**config.mk**
```make
export PLATFORM = sky130hd
export DESIGN_NAME = uart_rx_flat
export DESIGN_NICKNAME = d
export VERILOG_FILES = /design/src/rtl/uart_pkg.sv /design/src/rtl/uart_rx_if.sv /design/src/rtl/sync_fall_det.sv /design/src/rtl/uart_rx.sv /design/src/flat_wrapper.sv
export SDC_FILE = /design/constraint.sdc
export NUM_CORES = 1
export LEC_CHECK = 0
export CAP_MARGIN = 20
export CORE_MARGIN = 4
export CORE_UTILIZATION = 30
export CTS_BUF_LIST = sky130_fd_sc_hd__clkbuf_4
export DETAILED_ROUTE_END_ITERATION = 6
export SYNTH_ARGS = -nofsm -noshare
export SYNTH_HDL_FRONTEND = slang
export SYNTH_HIERARCHICAL = 1
export SYNTH_SLANG_ARGS = --single-unit
```
**constraint.sdc**
```tcl
create_clock -name clk_25mhz -period 2.62 [get_ports clk_25mhz]
set_input_delay 0.262 -clock clk_25mhz [delete_from_list [all_inputs] [get_ports clk_25mhz]]
set_output_delay 0.262 -clock clk_25mhz [all_outputs]
set_load 0.05 [all_outputs]
```
**src/rtl/uart_pkg.sv**
```systemverilog
// Shared UART definitions used by both the receiver and the transmitter.
package uart_pkg;

  localparam int UART_CLKS_PER_BIT = 2604;

  typedef enum logic [1:0] {
    IDLE,
    START,
    DATA,
    STOP
  } uart_state_t;

  // Result of a stop-bit sample, passed from the FSM to the holding register.
  typedef struct packed {
    logic       deliver;
    logic       ferr;
    logic [7:0] byte_val;
  } rx_event_t;

endpackage

```
**src/rtl/uart_rx_if.sv**
```systemverilog
// Byte stream from the receiver to its consumer: valid/ready data plus line status.
interface uart_rx_if;

  logic [7:0] rx_data;
  logic       rx_valid;
  logic       rx_ready;
  logic       frame_err;
  logic       overrun;

  modport master (
    output rx_data,
    output rx_valid,
    output frame_err,
    output overrun,
    input  rx_ready
  );

  modport slave (
    input  rx_data,
    input  rx_valid,
    input  frame_err,
    input  overrun,
    output rx_ready
  );

endinterface

```
**src/rtl/sync_fall_det.sv**
```systemverilog
// Two-flop synchroniser for the asynchronous serial line plus a delay flop for
// falling-edge detection. All flops reset high so an idle line never looks like a start edge.
module sync_fall_det (
  input  logic clk,
  input  logic reset,
  input  logic din,
  output logic dout_s,
  output logic fall
);

  logic meta_reg;
  logic rxd_s_reg;
  logic rxd_prev_reg;

  always_ff @(posedge clk) begin
    if (reset) begin
      meta_reg     <= 1'b1;
      rxd_s_reg    <= 1'b1;
      rxd_prev_reg <= 1'b1;
    end else begin
      meta_reg     <= din;
      rxd_s_reg    <= meta_reg;
      rxd_prev_reg <= rxd_s_reg;
    end
  end

  assign dout_s = rxd_s_reg;
  assign fall   = rxd_prev_reg & ~rxd_s_reg;

endmodule

```
**src/rtl/uart_rx.sv**
```systemverilog
// 8N1 UART receiver: start-edge qualified bit FSM feeding a single-entry
// valid/ready holding register, with the last delivered byte mirrored on the LEDs.
module uart_rx
  import uart_pkg::*;
#(
  parameter int CLKS_PER_BIT = UART_CLKS_PER_BIT,
  parameter int HALF_BIT     = CLKS_PER_BIT / 2
) (
  input  logic        clk_25mhz,
  input  logic        reset,
  input  logic        ftdi_rxd,
  uart_rx_if.master   rx_bus,
  output logic [7:0]  led
);

  localparam int CNT_W = $clog2(CLKS_PER_BIT) + 1;
  localparam logic [CNT_W-1:0] HALF_LAST = CNT_W'(HALF_BIT - 1);
  localparam logic [CNT_W-1:0] BIT_LAST  = CNT_W'(CLKS_PER_BIT - 1);

  logic rxd_s;
  logic fall;

  sync_fall_det u_sync (
    .clk    (clk_25mhz),
    .reset  (reset),
    .din    (ftdi_rxd),
    .dout_s (rxd_s),
    .fall   (fall)
  );

  uart_state_t      state_reg,   state_next;
  logic [CNT_W-1:0] bit_cnt_reg, bit_cnt_next;
  logic [2:0]       bit_idx_reg, bit_idx_next;
  logic [7:0]       shreg_reg,   shreg_next;
  rx_event_t        evt;

  logic [7:0] rx_data_reg,   rx_data_next;
  logic [7:0] led_reg,       led_next;
  logic       rx_valid_reg,  rx_valid_next;
  logic       frame_err_reg, frame_err_next;
  logic       overrun_reg,   overrun_next;

  always_ff @(posedge clk_25mhz) begin
    if (reset) begin
      state_reg   <= IDLE;
      bit_cnt_reg <= '0;
      bit_idx_reg <= '0;
      shreg_reg   <= '0;
    end else begin
      state_reg   <= state_next;
      bit_cnt_reg <= bit_cnt_next;
      bit_idx_reg <= bit_idx_next;
      shreg_reg   <= shreg_next;
    end
  end

  always_comb begin
    state_next   = state_reg;
    bit_cnt_next = bit_cnt_reg + 1'b1;
    bit_idx_next = bit_idx_reg;
    shreg_next   = shreg_reg;
    evt          = '{deliver: 1'b0, ferr: 1'b0, byte_val: shreg_reg};

    case (state_reg)
      IDLE: begin
        // Only a fresh high-to-low edge starts a frame, so a held-low line stays idle.
        bit_cnt_next = '0;
        if (fall) begin
          state_next = START;
        end
      end

      START: begin
        if (bit_cnt_reg == HALF_LAST) begin
          if (rxd_s) begin
            state_next = IDLE;
          end else begin
            state_next   = DATA;
            bit_cnt_next = '0;
            bit_idx_next = '0;
          end
        end
      end

      DATA: begin
        if (bit_cnt_reg == BIT_LAST) begin
          shreg_next   = {rxd_s, shreg_reg[7:1]};
          bit_cnt_next = '0;
          bit_idx_next = bit_idx_reg + 1'b1;
          if (bit_idx_reg == 3'd7) begin
            state_next = STOP;
          end
        end
      end

      STOP: begin
        if (bit_cnt_reg == BIT_LAST) begin
          state_next   = IDLE;
          bit_cnt_next = '0;
          if (rxd_s) begin
            evt.deliver = 1'b1;
          end else begin
            evt.ferr = 1'b1;
          end
        end
      end

      default: begin
        state_next   = IDLE;
        bit_cnt_next = '0;
      end
    endcase
  end

  always_comb begin
    rx_data_next   = rx_data_reg;
    led_next       = led_reg;
    rx_valid_next  = rx_valid_reg;
    overrun_next   = overrun_reg;
    frame_err_next = evt.ferr;

    // A consume and a new delivery in the same cycle hand over without a bubble.
    if (evt.deliver) begin
      if (!rx_valid_reg || rx_bus.rx_ready) begin
        rx_data_next  = evt.byte_val;
        led_next      = evt.byte_val;
        rx_valid_next = 1'b1;
      end else begin
        overrun_next = 1'b1;
      end
    end else if (rx_valid_reg && rx_bus.rx_ready) begin
      rx_valid_next = 1'b0;
    end
  end

  always_ff @(posedge clk_25mhz) begin
    if (reset) begin
      rx_data_reg   <= '0;
      led_reg       <= '0;
      rx_valid_reg  <= 1'b0;
      frame_err_reg <= 1'b0;
      overrun_reg   <= 1'b0;
    end else begin
      rx_data_reg   <= rx_data_next;
      led_reg       <= led_next;
      rx_valid_reg  <= rx_valid_next;
      frame_err_reg <= frame_err_next;
      overrun_reg   <= overrun_next;
    end
  end

  assign rx_bus.rx_data   = rx_data_reg;
  assign rx_bus.rx_valid  = rx_valid_reg;
  assign rx_bus.frame_err = frame_err_reg;
  assign rx_bus.overrun   = overrun_reg;
  assign led              = led_reg;

endmodule

```
**src/flat_wrapper.sv**
```systemverilog
// flat-port wrapper written by rule: the top's interface ports become plain ports
module uart_rx_flat import uart_pkg::*;
#(
  parameter int CLKS_PER_BIT = UART_CLKS_PER_BIT,
  parameter int HALF_BIT     = CLKS_PER_BIT / 2
)
  (clk_25mhz, reset, ftdi_rxd, led, rx_bus_rx_data, rx_bus_rx_valid, rx_bus_frame_err, rx_bus_overrun, rx_bus_rx_ready);
  uart_rx_if rx_bus_i ();
  input  logic clk_25mhz;
  input  logic reset;
  input  logic ftdi_rxd;
  output logic [7:0] led;
  output wire logic [$bits(rx_bus_i.rx_data)-1:0] rx_bus_rx_data;
  output wire logic [$bits(rx_bus_i.rx_valid)-1:0] rx_bus_rx_valid;
  output wire logic [$bits(rx_bus_i.frame_err)-1:0] rx_bus_frame_err;
  output wire logic [$bits(rx_bus_i.overrun)-1:0] rx_bus_overrun;
  input wire logic [$bits(rx_bus_i.rx_ready)-1:0] rx_bus_rx_ready;
  assign rx_bus_rx_data = rx_bus_i.rx_data;
  assign rx_bus_rx_valid = rx_bus_i.rx_valid;
  assign rx_bus_frame_err = rx_bus_i.frame_err;
  assign rx_bus_overrun = rx_bus_i.overrun;
  assign rx_bus_i.rx_ready = rx_bus_rx_ready;
  uart_rx #(.CLKS_PER_BIT(CLKS_PER_BIT), .HALF_BIT(HALF_BIT)) u_core (.clk_25mhz(clk_25mhz), .reset(reset), .ftdi_rxd(ftdi_rxd), .rx_bus(rx_bus_i), .led(led));
endmodule
```
==> summary.txt, run 1 <==
Status: complete, no violations
RSZ-0062 raised after global routing: false
Setup Buffers After CTS: 0
DR pass1 iterations: 3
Most common cell in the synthesized netlist: dfxtp_1
Post-Synthesis Cells: 194
Critical path class: flop to flop
Synth warn: 6
H-tree depth: 2
Multi-input logic area: 876 sq um
Drc violations: 0
Yosys cell types: 37
Setup Skew: 0.00864 ns
Reg2Reg Setup Slack: 0.65 ns
Die height: 85.4 um
Layout cells sized above 1: 0.0802
Largest register FFs: 13
Layout fillers: 571
Cell taking the most area after synthesis: dfxtp_1
Max frequency: 507 MHz
Setup crit start: u_core/bit_cnt_reg[0]
Post-synth ARST share: 0
ANT nets after route: 0
Total GRT Usage: 0.0929
Number of synthesized register bits: 40
Reg2reg start: u_core/bit_cnt_reg[0]
Worst Max-Slew Pin Slew: 0.538 ns
Worst hold slack: 0.423 ns
Routed WL: 3.20 mm
IO Pins: 23
# setup viols final: 0
Critical path launch point type: flop
Final GP Congestion: 0.780
Hold_buf cts: 0
Lkg Pwr: 0.738 nW
Core area: 5640 sq um
Die footprint: 7290 sq um
CTS sink cnt: 40
CTS tree: built
Mapped Avg Cell Area: 9.26 sq um
Row count: 27
Critical-path cell list: ha_1 -> and4b_1 -> nand4_2 -> nor3_4 -> mux2i_1
Top delay family on crit path: simple AND/OR/NAND/NOR gates
Peak VDD IR: 0.161 mV
Vias post-DR: 1328
WP buf/inv: 0
Total Power: 1.06 mW
DP HPWL: 2.27 mm
Critical path endpoint category: flop
Worst Hold Launch: u_core/u_sync/meta_reg
CP max stage delay: 0.54 ns
Clock transition at path regs: 0.13 ns
Final Critical Period: 1.97 ns
Max-Cap Viols: 0
Post-synth top flop: dfxtp_1
Placed Area: 2040 sq um
Sequential cell area: 801 sq um
CP Max Fanout: 8
# diodes: 0
CTS resizes: 0
Largest net degree at the start of global routing: 22
Vias in the first global route: 1182
Total gr overflow: 0
Top post-synthesis cells by area: dfxtp_1, mux2i_1, nand2_1, nor2_1, xnor2_1
Seq/Total Area, Yosys: 0.446
Critical Path RT: 2.92 ns
Area grow syn2layout: 18.0%
Max Root-Sink Buffers: 2
Worst min path class: flop to flop
Die width: 85.4 um
Fin. Hold Viols: 0
Fin area: 2120 sq um
Starting density of the core: 0.318
Top cell type's share of synthesized area: 0.446
Total CTS buffers: 5
Wire length per cell: 11.3 um
Max Slew Vio Count: 0
Nets: 219
Post-route setup TNS: 0 ns
Worst path slowest cell: nor3_4
Final worst path period share: 0.753
Rel. slew slack: 0.640
Root buffer cell: clkbuf_4
Pwr Density: 499 nW/um^2
Arrival time at the worst endpoint: 2.27 ns
Later-pin clock latency in the skew report: 0.35 ns
Port bufs: 22
Util after Layout: 0.376
Initial antenna violation count: 0
EDFF count, synth: 0
Synthesized net count: 202
Vias/cell: 4.68
Post-synth top cells: dfxtp_1, nand2_1, nor2_1
Mapped Area: 1800 sq um
First DRT Iteration DRCs: 53
First-pass GRT wire length: 5.47 mm
==> power breakdown <==
group	switching (mW)	leakage (nW)	internal, mW	total, mW
clock network	0.215	0.0454	0.204	0.419
logic	0.0134	0.369	0.00978	0.0232
registers	0.00404	0.323	0.611	0.615
total	0.233	0.738	0.825	1.06
==> per-layer routing <==
metal | track usage | vias to the layer above | wire length [um]
li1 | - | 687 | -
met1 | 0.130 | 613 | 1680
met2 | 0.128 | 21 | 1330
met3 | 0.0243 | 7 | 121
met4 | 0.0518 | 0 | 72
met5 | 0 | - | 0
==> per-stage QoR <==
step / std cells / setup WS (ns)
floorplan: 194 / 0.881
global placement: 276 / 0.693
detailed placement: 276 / 0.641
CTS: 284 / 0.629
global route: 284 / 0.461
finish: 284 / 0.647
==> final cells by class <==
type | count | area share
Clock buffer | 5 | 0.0177
Inverter | 5 | 0.00885
Sequential cell | 40 | 0.378
Timing Repair Buffer | 26 | 0.118
Clock inverter | 3 | 0.0224
Multi-Input combinational cell | 133 | 0.413
Tap cell | 72 | 0.0425
==> cell usage in the layout (no fill, tap or decap), drive strengths merged, types with 5 or more instances in the layout <==
master | Yosys | routed
clkdlybuf4s50 | 0 | 22
nand2 | 27 | 27
clkbuf | 4 | 5
nand3 | 7 | 7
dfxtp | 40 | 40
nand4 | 7 | 7
xnor2 | 9 | 9
nor3 | 7 | 7
nor2 | 25 | 25
mux2i | 18 | 18
inv | 5 | 5
==> worst paths after layout <==
check,cells after the start,endpoint
worst max-delay path,5,u_core/led[4]
worst min-delay path,1,u_core/u_sync/dout_s
worst max register to register,5,u_core/led[4]
worst min register to register,1,u_core/u_sync/dout_s
==> kinds of logic (layout without fill, tap and decap cells) <==
group | count (synthesis) | in the layout | synth area share
AO/OA/AOI/OAI | 7 | 7 | 0.0299
XOR/XNOR | 11 | 11 | 0.0536
adder cells (fa/ha/maj) | 4 | 4 | 0.0279
buffers and inverters | 21 | 39 | 0.0668
flip-flops | 40 | 40 | 0.446
multiplexers | 18 | 18 | 0.100
AND/OR/NAND/NOR | 93 | 93 | 0.276
(Power assumes the default switching activity.)
==> inputs of run 2 (changes only) <==
- clock period: 2.62 -> 1.9 ns (I/O delays scaled with it)
==> summary.txt, run 2 (same netlist as run 1, synthesis figures left out) <==
Status: complete, no violations
Hold_buf cts: 0
Max Slew Vio Count: 0
Die width: 85.4 um
Max frequency: 581 MHz
Clock transition at path regs: 0.13 ns
Met1 usage: 0.130
Final worst path period share: 0.906
Port bufs: 22
Critical Path RT: 1.71 ns
Peak VDD IR: 0.208 mV
Arrival time at the worst endpoint: 1.53 ns
Fin. Hold Viols: 0
ANT nets after route: 0
CTS resizes: 0
Setup Buffers After CTS: 0
GR Util met3: 0.0340
Wire length per cell: 11.4 um
Commonest non-fill, non-tap cell in the layout: dfxtp_1
CP max stage delay: 0.81 ns
Final GP Congestion: 0.786
Drc violations: 0
# diodes: 0
Layout fillers: 551
Layout cells sized above 1: 0.0930
Most frequent cells in the layout: dfxtp_1, nand2_1, nor2_1
DR pass1 iterations: 4
CTS sink cnt: 40
Total GRT Usage: 0.0975
Worst Max-Slew Pin Slew: 0.498 ns
DP HPWL: 2.30 mm
Most used routing layer: met2
Area grow syn2layout: 17.7%
Critical path class: flop to primary output
IO Pins: 23
Critical-path cell list: clkdlybuf4s50_1
Core area: 5640 sq um
Pwr Density: 615 nW/um^2
Rel. slew slack: 0.667
First DRT Iteration DRCs: 73
Die height: 85.4 um
Row count: 27
Vias/cell: 4.63
Worst min path class: primary input to flop
Setup crit start: u_core/led[7]
Die footprint: 7290 sq um
Total gr overflow: 0
Starting density of the core: 0.318
First-pass GRT wire length: 5.85 mm
Later-pin clock latency in the skew report: 0.34 ns
CP Max Fanout: 3
GR Util met2: 0.144
Fin area: 2110 sq um
H-tree depth: 2
Post-route setup TNS: 0 ns
Critical path launch point type: flop
Nets: 222
Largest register FFs: 13
Max Root-Sink Buffers: 2
Routed WL: 3.27 mm
Largest net degree at the start of global routing: 22
# setup viols final: 0
Vias in the first global route: 1279
Setup Skew: 0.0177 ns
Lkg Pwr: 0.743 nW
Vias post-DR: 1328
Worst Hold Launch: ftdi_rxd
Initial antenna violation count: 0
Reg2reg start: u_core/bit_cnt_reg[0]
Final Critical Period: 1.72 ns
Max-Cap Viols: 0
RSZ-0062 raised after global routing: false
CTS tree: built
Total CTS buffers: 5
Critical path endpoint category: primary output
Placed Area: 2060 sq um
Worst path slowest cell: clkdlybuf4s50_1
WP buf/inv: 1
Root buffer cell: clkbuf_4
Top delay family on crit path: buffers and inverters
## run 2: cell count changes in the layout (fill, tap and decap cells not counted), sizes merged
| cell | before | now |
|---|---|---|
| bufinv | 1 | 0 |
| clkinv | 2 | 3 |
| buf | 4 | 7 |
## run 2: path summary, 6_finish.rpt
check | end | cells past startpoint | slack [ns]
setup / recovery | led[7] | 1 | 0.18
hold / removal | u_core/u_sync/meta_reg | 2 | 0.40
setup reg to reg | u_core/led[5] | 6 | 0.19
hold reg to reg | u_core/u_sync/dout_s | 1 | 0.42
## run 2: power breakdown
group | switching (mW) | total [mW] | leakage [nW] | internal [mW]
Clock | 0.277 | 0.420 | 0.0349 | 0.142
Sequential | 0.00530 | 0.848 | 0.323 | 0.843
Combinational | 0.0183 | 0.0318 | 0.386 | 0.0135
Total | 0.301 | 1.30 | 0.743 | 0.999
## run 2: metal layers
layer | vias to the layer above | part of all wire
li1 | 692 | -
met1 | 605 | 0.49
met2 | 29 | 0.44
met3 | 2 | 0.057
met4 | 0 | 0.0089
met5 | - | 0
## run 2: area by class of cell
cell class / count / area, sq um / area share
flip-flops and latches: 40 / 801 / 0.379
repair buffers: 29 / 273 / 0.129
well taps: 72 / 90.1 / 0.0426
clock inverters: 3 / 18.8 / 0.00888
clock buffers: 5 / 37.5 / 0.0178
multi-input cells: 133 / 876 / 0.414
inverters: 5 / 18.8 / 0.00888
## run 2: per-stage QoR
step | cells | utilization | worst slack [ns] | power, mW | hold WS (ns)
after floorplan | 194 | - | 0.161 | 0.883 | 0.287
final | 287 | 0.375 | 0.178 | 1.30 | 0.402
after global placement | 279 | 0.365 | 0.254 | 0.899 | 0.388
after CTS | 287 | 0.375 | 0.138 | 1.33 | 0.384
after global routing | 287 | 0.375 | 0.0488 | 1.37 | 0.380
after detailed placement | 279 | 0.365 | 0.210 | 0.899 | 0.393
==> inputs of run 3 (changes only) <==
- CORE_MARGIN: 4 -> default
- CORE_UTILIZATION: 30 -> 55
- PLACE_DENSITY: default -> 0.79
==> summary.txt, run 3 (same netlist as run 1, synthesis figures left out) <==
Clock transition at path regs: 0.12 ns
Vias post-DR: 1395
Die width: 59.2 um
Arrival time at the worst endpoint: 2.06 ns
Rel. slew slack: 0.667
Fin. Hold Viols: 0
Setup Buffers After CTS: 0
Row count: 20
# setup viols final: 0
First DRT Iteration DRCs: 66
IO Pins: 23
Worst min path class: primary input to flop
First-pass GRT wire length: 5.60 mm
Nets: 222
DP HPWL: 2.50 mm
Core area: 3080 sq um
Starting density of the core: 0.584
CTS tree: built
Peak VDD IR: 0.562 mV
Max Slew Vio Count: 0
Critical Path RT: 2.19 ns
Commonest non-fill, non-tap cell in the layout: dfxtp_1
CTS resizes: 0
Root buffer cell: clkbuf_4
Critical path launch point type: flop
Status: complete, no violations
Sequential cell area: 801 sq um
Layout cells sized above 1: 0.0884
Vias/cell: 5.39
Worst Max-Slew Pin Slew: 0.497 ns
Worst hold slack: 0.390 ns
Final worst path period share: 0.932
Critical path endpoint category: flop
Initial antenna violation count: 0
ANT nets after route: 0
Lkg Pwr: 0.751 nW
Highest Signal Layer: met4
Vias in the first global route: 1299
Die footprint: 3500 sq um
Max frequency: 565 MHz
Max-Cap Viols: 0
CP Max Fanout: 8
Total gr overflow: 0
CTS sink cnt: 40
Met3 WL post-DR: 136 um
Final WS setup: 0.129 ns
CP max stage delay: 0.41 ns
Wire length per cell: 12.8 um
Most frequent cells in the layout: dfxtp_1, nand2_1, nor2_1
Setup Skew: 0.0150 ns
Routed WL: 3.32 mm
Pwr Density: 680 nW/um^2
WP buf/inv: 1
Drc violations: 0
RSZ-0062 raised after global routing: false
Max Root-Sink Buffers: 2
Post-route setup TNS: 0 ns
Final Critical Period: 1.77 ns
Hold_buf cts: 0
Layout fillers: 269
H-tree depth: 2
Largest register FFs: 13
Port bufs: 22
# diodes: 0
Metal1 wirelength: 1.55 mm
Total CTS buffers: 5
Largest net degree at the start of global routing: 19
Worst path slowest cell: dfxtp_1
Later-pin clock latency in the skew report: 0.35 ns
Critical-path cell list: ha_1 -> and4b_1 -> nand4_2 -> nor3_4 -> buf_4 -> mux2i_1
Critical path class: flop to flop
Metal2 WL: 1.59 mm
Multi-input logic area: 876 sq um
Die height: 59.2 um
Final GP Congestion: 0.907
Top delay family on crit path: simple AND/OR/NAND/NOR gates
Total GRT Usage: 0.218
Pre-CTS setup slack: 0.153 ns
Area grow syn2layout: 17.1%
DR pass1 iterations: 4
==> run 3: through the flow <==
step	utilization	cell area [sq um]	power, mW	cells
after floorplan	-	1800	0.883	194
after global placement	0.657	2020	0.897	251
after detailed placement	0.657	2020	0.899	251
after CTS	0.683	2100	1.44	259
after global routing	0.683	2100	1.48	259
final	0.683	2100	1.43	259
==> run 3: worst paths after layout <==
check	slack, ns	startpoint	depth (start not counted)	end
worst max register to register	0.13	u_core/bit_cnt_reg[0]	6	u_core/led[2]
worst min-delay path	0.39	ftdi_rxd	2	u_core/u_sync/meta_reg
worst max-delay path	0.13	u_core/bit_cnt_reg[0]	6	u_core/led[2]
worst min register to register	0.43	u_core/u_sync/meta_reg	1	u_core/u_sync/dout_s
==> run 3: per-layer routing <==
layer / track usage / vias up
li1: - / 697
met3: 0.0699 / 6
met4: 0.0952 / 0
met1: 0.276 / 662
met5: 0 / -
met2: 0.341 / 30
==> run 3: layout make-up <==
class | instances | area share
clock buffer | 5 | 0.0178
timing repair buffer | 29 | 0.130
clock inverter | 3 | 0.0202
sequential | 40 | 0.381
inverter | 5 | 0.00892
tap | 44 | 0.0262
multi-input combinational | 133 | 0.416
==> run 3: where the power goes <==
group | switching [mW] | internal (mW) | total, mW
logic | 0.0183 | 0.0135 | 0.0318
clock network | 0.276 | 0.275 | 0.551
registers | 0.00527 | 0.843 | 0.848
